**src/rtl/layer_weight_mac_pkg.sv**
```systemverilog
// rtl/layer_weight_mac_pkg.sv - shared fixed-point constants, layer FSM states and saturation helper
package layer_weight_mac_pkg;

  localparam int FXP_DATA_WIDTH = 32;
  localparam int FXP_FRAC_WIDTH = 16;
  localparam int FXP_WIDE_WIDTH = 2 * FXP_DATA_WIDTH;

  // Largest and smallest representable data words, expressed in the wide domain
  localparam logic signed [FXP_WIDE_WIDTH-1:0] FXP_WIDE_MAX =
    {{(FXP_WIDE_WIDTH-FXP_DATA_WIDTH+1){1'b0}}, {(FXP_DATA_WIDTH-1){1'b1}}};
  localparam logic signed [FXP_WIDE_WIDTH-1:0] FXP_WIDE_MIN =
    {{(FXP_WIDE_WIDTH-FXP_DATA_WIDTH+1){1'b1}}, {(FXP_DATA_WIDTH-1){1'b0}}};

  typedef enum logic [1:0] {
    IDLE = 2'd0,
    REQ  = 2'd1,
    RUN  = 2'd2
  } layer_state_t;

  // Clamp a wide signed value into the signed data word range
  function automatic logic [FXP_DATA_WIDTH-1:0] saturate(input logic signed [FXP_WIDE_WIDTH-1:0] v);
    if (v > FXP_WIDE_MAX) begin
      saturate = FXP_WIDE_MAX[FXP_DATA_WIDTH-1:0];
    end else if (v < FXP_WIDE_MIN) begin
      saturate = FXP_WIDE_MIN[FXP_DATA_WIDTH-1:0];
    end else begin
      saturate = v[FXP_DATA_WIDTH-1:0];
    end
  endfunction

endpackage

```
**src/rtl/layer_weight_mac_fxp_mult_shift.sv**
```systemverilog
// rtl/layer_weight_mac_fxp_mult_shift.sv - registered signed fixed-point multiply with rescale and clamp
module fxp_mult_shift
  import layer_weight_mac_pkg::*;
#(
  parameter int DATA_WIDTH = FXP_DATA_WIDTH,
  parameter int FRAC_WIDTH = FXP_FRAC_WIDTH
) (
  input  logic                  clk,
  input  logic                  rst,
  input  logic                  i_en,
  input  logic [DATA_WIDTH-1:0] i_a,
  input  logic [DATA_WIDTH-1:0] i_b,
  output logic [DATA_WIDTH-1:0] o_p
);

  logic signed [2*DATA_WIDTH-1:0] w_a_ext;
  logic signed [2*DATA_WIDTH-1:0] w_b_ext;
  logic signed [2*DATA_WIDTH-1:0] w_full;
  logic signed [2*DATA_WIDTH-1:0] w_shifted;

  // Operands are sign-extended to full width so the low half of the product is exact
  assign w_a_ext   = {{DATA_WIDTH{i_a[DATA_WIDTH-1]}}, i_a};
  assign w_b_ext   = {{DATA_WIDTH{i_b[DATA_WIDTH-1]}}, i_b};
  assign w_full    = w_a_ext * w_b_ext;
  assign w_shifted = w_full >>> FRAC_WIDTH;

  // Register the rescaled product, clamped to a data word so later sums stay within guard bits
  always_ff @(posedge clk) begin
    if (rst) begin
      o_p <= '0;
    end else if (i_en) begin
      o_p <= saturate(w_shifted);
    end
  end

endmodule

```
**src/rtl/layer_weight_mac.sv**
```systemverilog
// rtl/layer_weight_mac.sv - buffers a layer input vector and MACs streamed weights into per-node sums
module layer_weight_mac
  import layer_weight_mac_pkg::*;
#(
  parameter  int DATA_WIDTH = FXP_DATA_WIDTH,
  parameter  int FRAC_WIDTH = FXP_FRAC_WIDTH,
  parameter  int N_IN       = 2,
  parameter  int N_OUT      = 32,
  parameter  int GUARD_BITS = 8,
  localparam int ACC_WIDTH  = DATA_WIDTH + GUARD_BITS,
  localparam int IDX_WIDTH  = (N_OUT > 1) ? $clog2(N_OUT) : 1
) (
  input  logic                  clk,
  input  logic                  rst,
  input  logic [DATA_WIDTH-1:0] i_data,
  input  logic                  i_data_valid,
  input  logic                  i_start,
  input  logic [DATA_WIDTH-1:0] i_weight,
  input  logic                  i_weight_valid,
  output logic                  o_ram_enable,
  output logic                  o_rw_select,
  output logic [DATA_WIDTH-1:0] o_node_sum,
  output logic [IDX_WIDTH-1:0]  o_node_index,
  output logic                  o_node_valid,
  output logic                  o_busy,
  output logic                  o_done
);

  localparam int PTR_WIDTH = (N_IN > 1) ? $clog2(N_IN) : 1;
  localparam int K_WIDTH   = $clog2(N_IN + 1);

  localparam logic [K_WIDTH-1:0]   K_BIAS    = K_WIDTH'(N_IN);
  localparam logic [PTR_WIDTH-1:0] PTR_LAST  = PTR_WIDTH'(N_IN - 1);
  localparam logic [IDX_WIDTH-1:0] NODE_LAST = IDX_WIDTH'(N_OUT - 1);

  layer_state_t r_state;
  layer_state_t w_next_state;

  logic [DATA_WIDTH-1:0] r_buf [N_IN];
  logic [PTR_WIDTH-1:0]  r_wr_ptr;

  logic [K_WIDTH-1:0]    r_k;
  logic [IDX_WIDTH-1:0]  r_n;
  logic                  r_weights_done;

  logic                  w_take;
  logic                  w_is_bias;
  logic                  w_mul_en;
  logic [DATA_WIDTH-1:0] w_mul_a;
  logic [DATA_WIDTH-1:0] w_prod;

  logic                  r_s1_valid;
  logic                  r_s1_bias;
  logic [DATA_WIDTH-1:0] r_s1_bias_word;
  logic [IDX_WIDTH-1:0]  r_s1_node;

  logic signed [ACC_WIDTH-1:0] r_acc;
  logic signed [ACC_WIDTH-1:0] w_term;
  logic signed [ACC_WIDTH-1:0] w_sum;
  logic [DATA_WIDTH-1:0]       w_sum_sat;

  assign o_rw_select = 1'b1;

  // Layer state register
  always_ff @(posedge clk) begin
    if (rst) begin
      r_state <= IDLE;
    end else begin
      r_state <= w_next_state;
    end
  end

  // Next state plus the read-request and busy outputs
  always_comb begin
    w_next_state = r_state;
    o_ram_enable = 1'b0;
    o_busy       = 1'b0;
    case (r_state)
      IDLE: begin
        if (i_start) begin
          w_next_state = REQ;
        end
      end
      REQ: begin
        o_ram_enable = 1'b1;
        o_busy       = 1'b1;
        w_next_state = RUN;
      end
      RUN: begin
        o_busy = 1'b1;
        if (o_done) begin
          w_next_state = IDLE;
        end
      end
      default: begin
        w_next_state = IDLE;
      end
    endcase
  end

  // Input activation buffer, writable only while idle so it stays frozen during a layer
  always_ff @(posedge clk) begin
    if (rst) begin
      r_wr_ptr <= '0;
      for (int i = 0; i < N_IN; i++) begin
        r_buf[i] <= '0;
      end
    end else if ((r_state == IDLE) && i_data_valid) begin
      r_buf[r_wr_ptr] <= i_data;
      r_wr_ptr        <= (r_wr_ptr == PTR_LAST) ? '0 : r_wr_ptr + 1'b1;
    end
  end

  // A weight is consumed only in RUN and only until the whole layer has been streamed
  assign w_take    = (r_state == RUN) && i_weight_valid && !r_weights_done;
  assign w_is_bias = (r_k == K_BIAS);
  assign w_mul_en  = w_take && !w_is_bias;
  // For the bias beat the index may point past the buffer; the multiplier is disabled then
  assign w_mul_a   = r_buf[r_k[PTR_WIDTH-1:0]];

  // Weight position (k within node, node n) tracking; cleared by each read request
  always_ff @(posedge clk) begin
    if (rst) begin
      r_k            <= '0;
      r_n            <= '0;
      r_weights_done <= 1'b0;
    end else if (r_state == REQ) begin
      r_k            <= '0;
      r_n            <= '0;
      r_weights_done <= 1'b0;
    end else if (w_take) begin
      if (w_is_bias) begin
        r_k <= '0;
        if (r_n == NODE_LAST) begin
          r_weights_done <= 1'b1;
        end else begin
          r_n <= r_n + 1'b1;
        end
      end else begin
        r_k <= r_k + 1'b1;
      end
    end
  end

  fxp_mult_shift #(
    .DATA_WIDTH (DATA_WIDTH),
    .FRAC_WIDTH (FRAC_WIDTH)
  ) u_mult (
    .clk  (clk),
    .rst  (rst),
    .i_en (w_mul_en),
    .i_a  (w_mul_a),
    .i_b  (i_weight),
    .o_p  (w_prod)
  );

  // Stage 1 control travelling alongside the registered product
  always_ff @(posedge clk) begin
    if (rst) begin
      r_s1_valid     <= 1'b0;
      r_s1_bias      <= 1'b0;
      r_s1_bias_word <= '0;
      r_s1_node      <= '0;
    end else begin
      r_s1_valid     <= w_take;
      r_s1_bias      <= w_is_bias;
      r_s1_bias_word <= i_weight;
      r_s1_node      <= r_n;
    end
  end

  assign w_term    = r_s1_bias ? {{GUARD_BITS{r_s1_bias_word[DATA_WIDTH-1]}}, r_s1_bias_word}
                               : {{GUARD_BITS{w_prod[DATA_WIDTH-1]}}, w_prod};
  assign w_sum     = r_acc + w_term;
  assign w_sum_sat = saturate(FXP_WIDE_WIDTH'(w_sum));

  // Stage 2: accumulate; on the bias term emit the clamped sum and restart from zero
  always_ff @(posedge clk) begin
    if (rst) begin
      r_acc        <= '0;
      o_node_sum   <= '0;
      o_node_index <= '0;
      o_node_valid <= 1'b0;
      o_done       <= 1'b0;
    end else begin
      o_node_valid <= 1'b0;
      o_done       <= 1'b0;
      if (r_state == REQ) begin
        r_acc <= '0;
      end else if (r_s1_valid) begin
        if (r_s1_bias) begin
          r_acc        <= '0;
          o_node_sum   <= w_sum_sat;
          o_node_index <= r_s1_node;
          o_node_valid <= 1'b1;
          o_done       <= (r_s1_node == NODE_LAST);
        end else begin
          r_acc <= w_sum;
        end
      end
    end
  end

endmodule

```
**config.mk**
```make
export PLATFORM = sky130hd
export DESIGN_NAME = layer_weight_mac
export DESIGN_NICKNAME = d
export VERILOG_FILES = /design/src/rtl/layer_weight_mac_pkg.sv /design/src/rtl/layer_weight_mac_fxp_mult_shift.sv /design/src/rtl/layer_weight_mac.sv
export SDC_FILE = /design/constraint.sdc
export NUM_CORES = 2
export LEC_CHECK = 0
export CORE_AREA = 2 2 286 288
export DETAILED_ROUTE_END_ITERATION = 10
export DIE_AREA = 0 0 288 290
export PLACE_DENSITY_LB_ADDON = 0.12
export SKIP_LAST_GASP = 1
export SLEW_MARGIN = 0
export SYNTH_ARGS = -nofsm -noshare
export SYNTH_HDL_FRONTEND = slang
export SYNTH_HIERARCHICAL = 1
export SYNTH_SLANG_ARGS = --single-unit
```
**constraint.sdc**
```tcl
create_clock -name clk -period 12 [get_ports clk]
set_input_delay 3.6 -clock clk [delete_from_list [all_inputs] [get_ports clk]]
set_output_delay 3.6 -clock clk [all_outputs]
set_load 0.01 [all_outputs]
```
==> Implementation_results.wiki <==
{| class="wikitable"
! Metric !! Value
|-
| Outcome || complete, no violations
|-
| Synth Area in Adders || 51.0%
|-
| Worst Path Required || 12.47 ns
|-
| Final-stage net count || 6673
|-
| TNS Setup || 0 ns
|-
| Flops & latches, synth || 226
|-
| Number of top-level pins || 111
|-
| Largest net degree at the start of global routing || 88
|-
| Library cell with the largest summed area after synthesis || sky130_fd_sc_hd__fa_1
|-
| Sum of routed wire length over all layers || 125000 µm
|-
| Drt via density || 5.52
|-
| Library cell used as clock root buffer || sky130_fd_sc_hd__clkbuf_16
|-
| Count of antenna-violating nets left after detailed routing || 0
|-
| Number of buffers and inverters on the critical path || 10
|-
| Final-layout worst hold slack || 0.455 ns
|-
| Clock sink count || 226
|-
| Number of remaining DRC errors || 0
|-
| Worst min path class || flip-flop to flip-flop
|-
| Number of instances in the synthesized netlist || 5106
|-
| Critical path fanouts, max || 16
|-
| FFs w/ async S/R, synth || 0%
|-
| Number of detailed-routing iterations run before antenna repair || 5
|-
| Cell occurring most often along the worst timing path || sky130_fd_sc_hd__fa_1
|-
| Total Die Area || 0.0835 mm²
|-
| Global-route wire length before repair || 208000 µm
|-
| Max stage delay cell, worst path || sky130_fd_sc_hd__fa_1
|-
| WL/cell || 19.5 µm
|-
| Worst slew slack as a fraction of its limit || 23.7%
|-
| Clock latency on the worst-skew pair || 0.59 ns
|-
| Cell area after technology mapping || 0.0480 mm²
|-
| DP Worst Slack || -0.580 ns
|-
| Yosys top cell area share || 45.1%
|-
| Yosys warns || 6
|-
| Grt ovf || 0
|-
| Average instance area after synthesis || 9.40 µm²
|-
| Met1 routed wirelength after detailed routing || 52700 µm
|-
| Ys flop type || sky130_fd_sc_hd__dfxtp_1
|-
| Routed vias || 35231
|-
| Part of the Yosys area used for sequential elements || 10.8%
|-
| Main combinational cell family by area after synthesis || adder cells
|-
| Top delay family on crit path || adder cells
|-
| Simple-gate area share of the yosys netlist || 17.5%
|-
| Count of flip-flops with a built-in enable after synthesis || 64
|-
| CTS Buf Count || 27
|-
| Unrepaired setup endpoints after global routing || yes
|-
| Final hold violation count || 0
|-
| Floorplan die width || 288 µm
|-
| Util after Layout || 66.6%
|-
| Number of I/O port buffers || 109
|-
| Fill cell count || 6561
|-
| Reported max-cap violation count || 0
|-
| Fraction of final layout cells with drive strength greater than 1 || 10.4%
|-
| Clock Skews || 0.0257 ns
|-
| Endpoint type of the worst setup path || flip-flop
|-
| Delay of the slowest critical-path stage || 0.58 ns
|-
| Vias in the first global route || 38774
|-
| Antenna violations before repair || 3
|-
| Global placement routability congestion || 0.932
|-
| Number of DRC violations after detailed-routing iteration 0 || 1978
|-
| Startpoint class of the critical path || input port
|-
| Category of the critical setup timing path || input port to flip-flop
|-
| Initial core utilization || 59.9%
|-
| Commonest non-fill, non-tap cell in the layout || sky130_fd_sc_hd__fa_1
|-
| Top routing layer used || met5
|-
| Mux share of post-synthesis cell area || 1.61%
|-
| Post-synthesis compound-gate area fraction || 6.77%
|-
| Data arrival time at the worst-slack endpoint || 12.21 ns
|-
| TritonCTS clock tree || yes
|-
| Clock Tree Buf Depth || 3
|-
| Final count of pins violating max slew || 0
|-
| Slew at the pin closest to its max-slew limit || 1.14 ns
|-
| Synth-to-layout area growth || 11.2%
|-
| # H-tree levels || 1
|-
| Final count of negative-setup-slack endpoints || 0
|-
| Clk pin slew, worst setup/hold paths || 0.06 ns
|-
| Die Height || 290 µm
|-
| Detailed route wirelength on metal3 || 7290 µm
|-
| Wire length on met2 || 60900 µm
|-
| Core Footprint || 0.0802 mm²
|-
| Synthesized Nets || 6482
|-
| Sequential cell area || 0.00516 mm²
|-
| Final HPWL DP || 102000 µm
|-
| Period utilisation layout || 97.8%
|-
| Minimum setup slack in the final design || 0.260 ns
|-
| Overall routing resource usage || 31.5%
|-
| Rows || 104
|-
| Clock period minus worst slack || 11.74 ns
|-
| Main area contributors after synthesis || sky130_fd_sc_hd__fa_1 45%, sky130_fd_sc_hd__inv_1 7.7%, sky130_fd_sc_hd__and2_1 7.5%
|-
| Post-synthesis cell type count || 96
|-
| Achievable clock frequency || 85.2 MHz
|-
| Commonest cells after routing, fill and taps aside || 1080 x sky130_fd_sc_hd__fa_1, 984 x sky130_fd_sc_hd__inv_1, 630 x sky130_fd_sc_hd__nand2_1
|-
| Post-synthesis xor/xnor area fraction || 2.01%
|-
| Multi-input gate area in the final layout || 0.0380 mm²
|}
==> stage by stage <==
step                      std cells  cell area, µm²
after floorplan                5106           48000
after global placement         6324           52300
after detailed placement       6324           52300
after CTS                      6372           53200
after global routing           6376           53400
final                          6379           53400
==> logic make-up after synthesis <==
| kind of cell | Yosys count |
|---|---|
| other cells | 1 |
| flops | 226 |
| simple gates | 1685 |
| mux | 69 |
| xor+xnor | 107 |
| buf+inv | 1274 |
| fa+ha+maj | 1307 |
| compound gates | 437 |
==> timing repair <==
item,CTS,global route
pin swaps,0,7
cloned,0,2
setup buffers,0,2
hold buffers,0,0
setup endpoints to repair,2,31
resized for setup,1,22
==> cell type report <==
class                      instances  area share (%)
multi-input combinational       3606            71.3
sequential                       226            9.68
timing repair buffer             451            7.89
inverter                         985            6.93
tap                             1060            2.49
clock buffer                      34            1.35
clock inverter                    14           0.392
antenna                            3          0.0141
==> worst paths after layout <==
path | slack, ns | end | depth (start not counted) | start
setup / recovery | 0.26 | u_mult/o_p[15]$_SDFFE_PP0P_ | 31 | i_weight[2]
hold / removal | 0.46 | o_node_index[4]$_SDFFE_PP0P_ | 2 | o_node_index[4]$_SDFFE_PP0P_
setup reg to reg | 1.79 | u_mult/o_p[15]$_SDFFE_PP0P_ | 28 | flip-flop
hold reg to reg | 0.46 | o_node_index[4]$_SDFFE_PP0P_ | 2 | o_node_index[4]$_SDFFE_PP0P_
==> metal layers <==
metal	track usage, %	up-vias
li1	-	15768
met5	0	-
met4	8.04	4
met3	3.67	228
met2	53.1	1114
met1	43.5	18117
==> sequential cells by signal (all words and copies together) (netlist names), named ones only <==
name,count
r_buf,64
r_acc,40
o_node_sum,32
r_s1_bias_word,32
u_mult/o_p,32
o_node_index,5
r_n,5
r_s1_node,5
r_k,2
r_state,2
o_done,1
o_node_valid,1
r_s1_bias,1
r_s1_valid,1
r_weights_done,1
r_wr_ptr,1
==> worst register-to-register path: cells and delay by family (launching register included) <==
family | cells | cell delay, ns
xor gates and xnor gates | 1 | 0.15
adders and majority gates | 9 | 4.50
DFF | 1 | 0.92
muxes | 1 | 0.84
AOI/OAI and AO/OA | 10 | 2.19
buffers and inverters | 5 | 0.74
and+or+nand+nor | 2 | 0.77
==> synth_stat cells (26+ instances only) <==
cell                       instances
sky130_fd_sc_hd__fa_1           1082
sky130_fd_sc_hd__inv_1           985
sky130_fd_sc_hd__nand2_1         630
sky130_fd_sc_hd__and2_1          574
sky130_fd_sc_hd__clkbuf_1        246
sky130_fd_sc_hd__ha_1            225
sky130_fd_sc_hd__nor2_1          224
sky130_fd_sc_hd__dfxtp_1         162
sky130_fd_sc_hd__a21oi_1         154
sky130_fd_sc_hd__nor2b_1          81
sky130_fd_sc_hd__mux2_2           65
sky130_fd_sc_hd__edfxtp_1         64
sky130_fd_sc_hd__o21ai_0          60
sky130_fd_sc_hd__xnor2_1          57
sky130_fd_sc_hd__xor2_1           47
sky130_fd_sc_hd__o32ai_2          39
sky130_fd_sc_hd__nor3_1           31
sky130_fd_sc_hd__nand4_1          28
sky130_fd_sc_hd__or3_1            27
sky130_fd_sc_hd__nand3_1          26
Power is not shown: default switching activity piles up to over one toggle a cycle in this logic, so the estimate is an artifact.
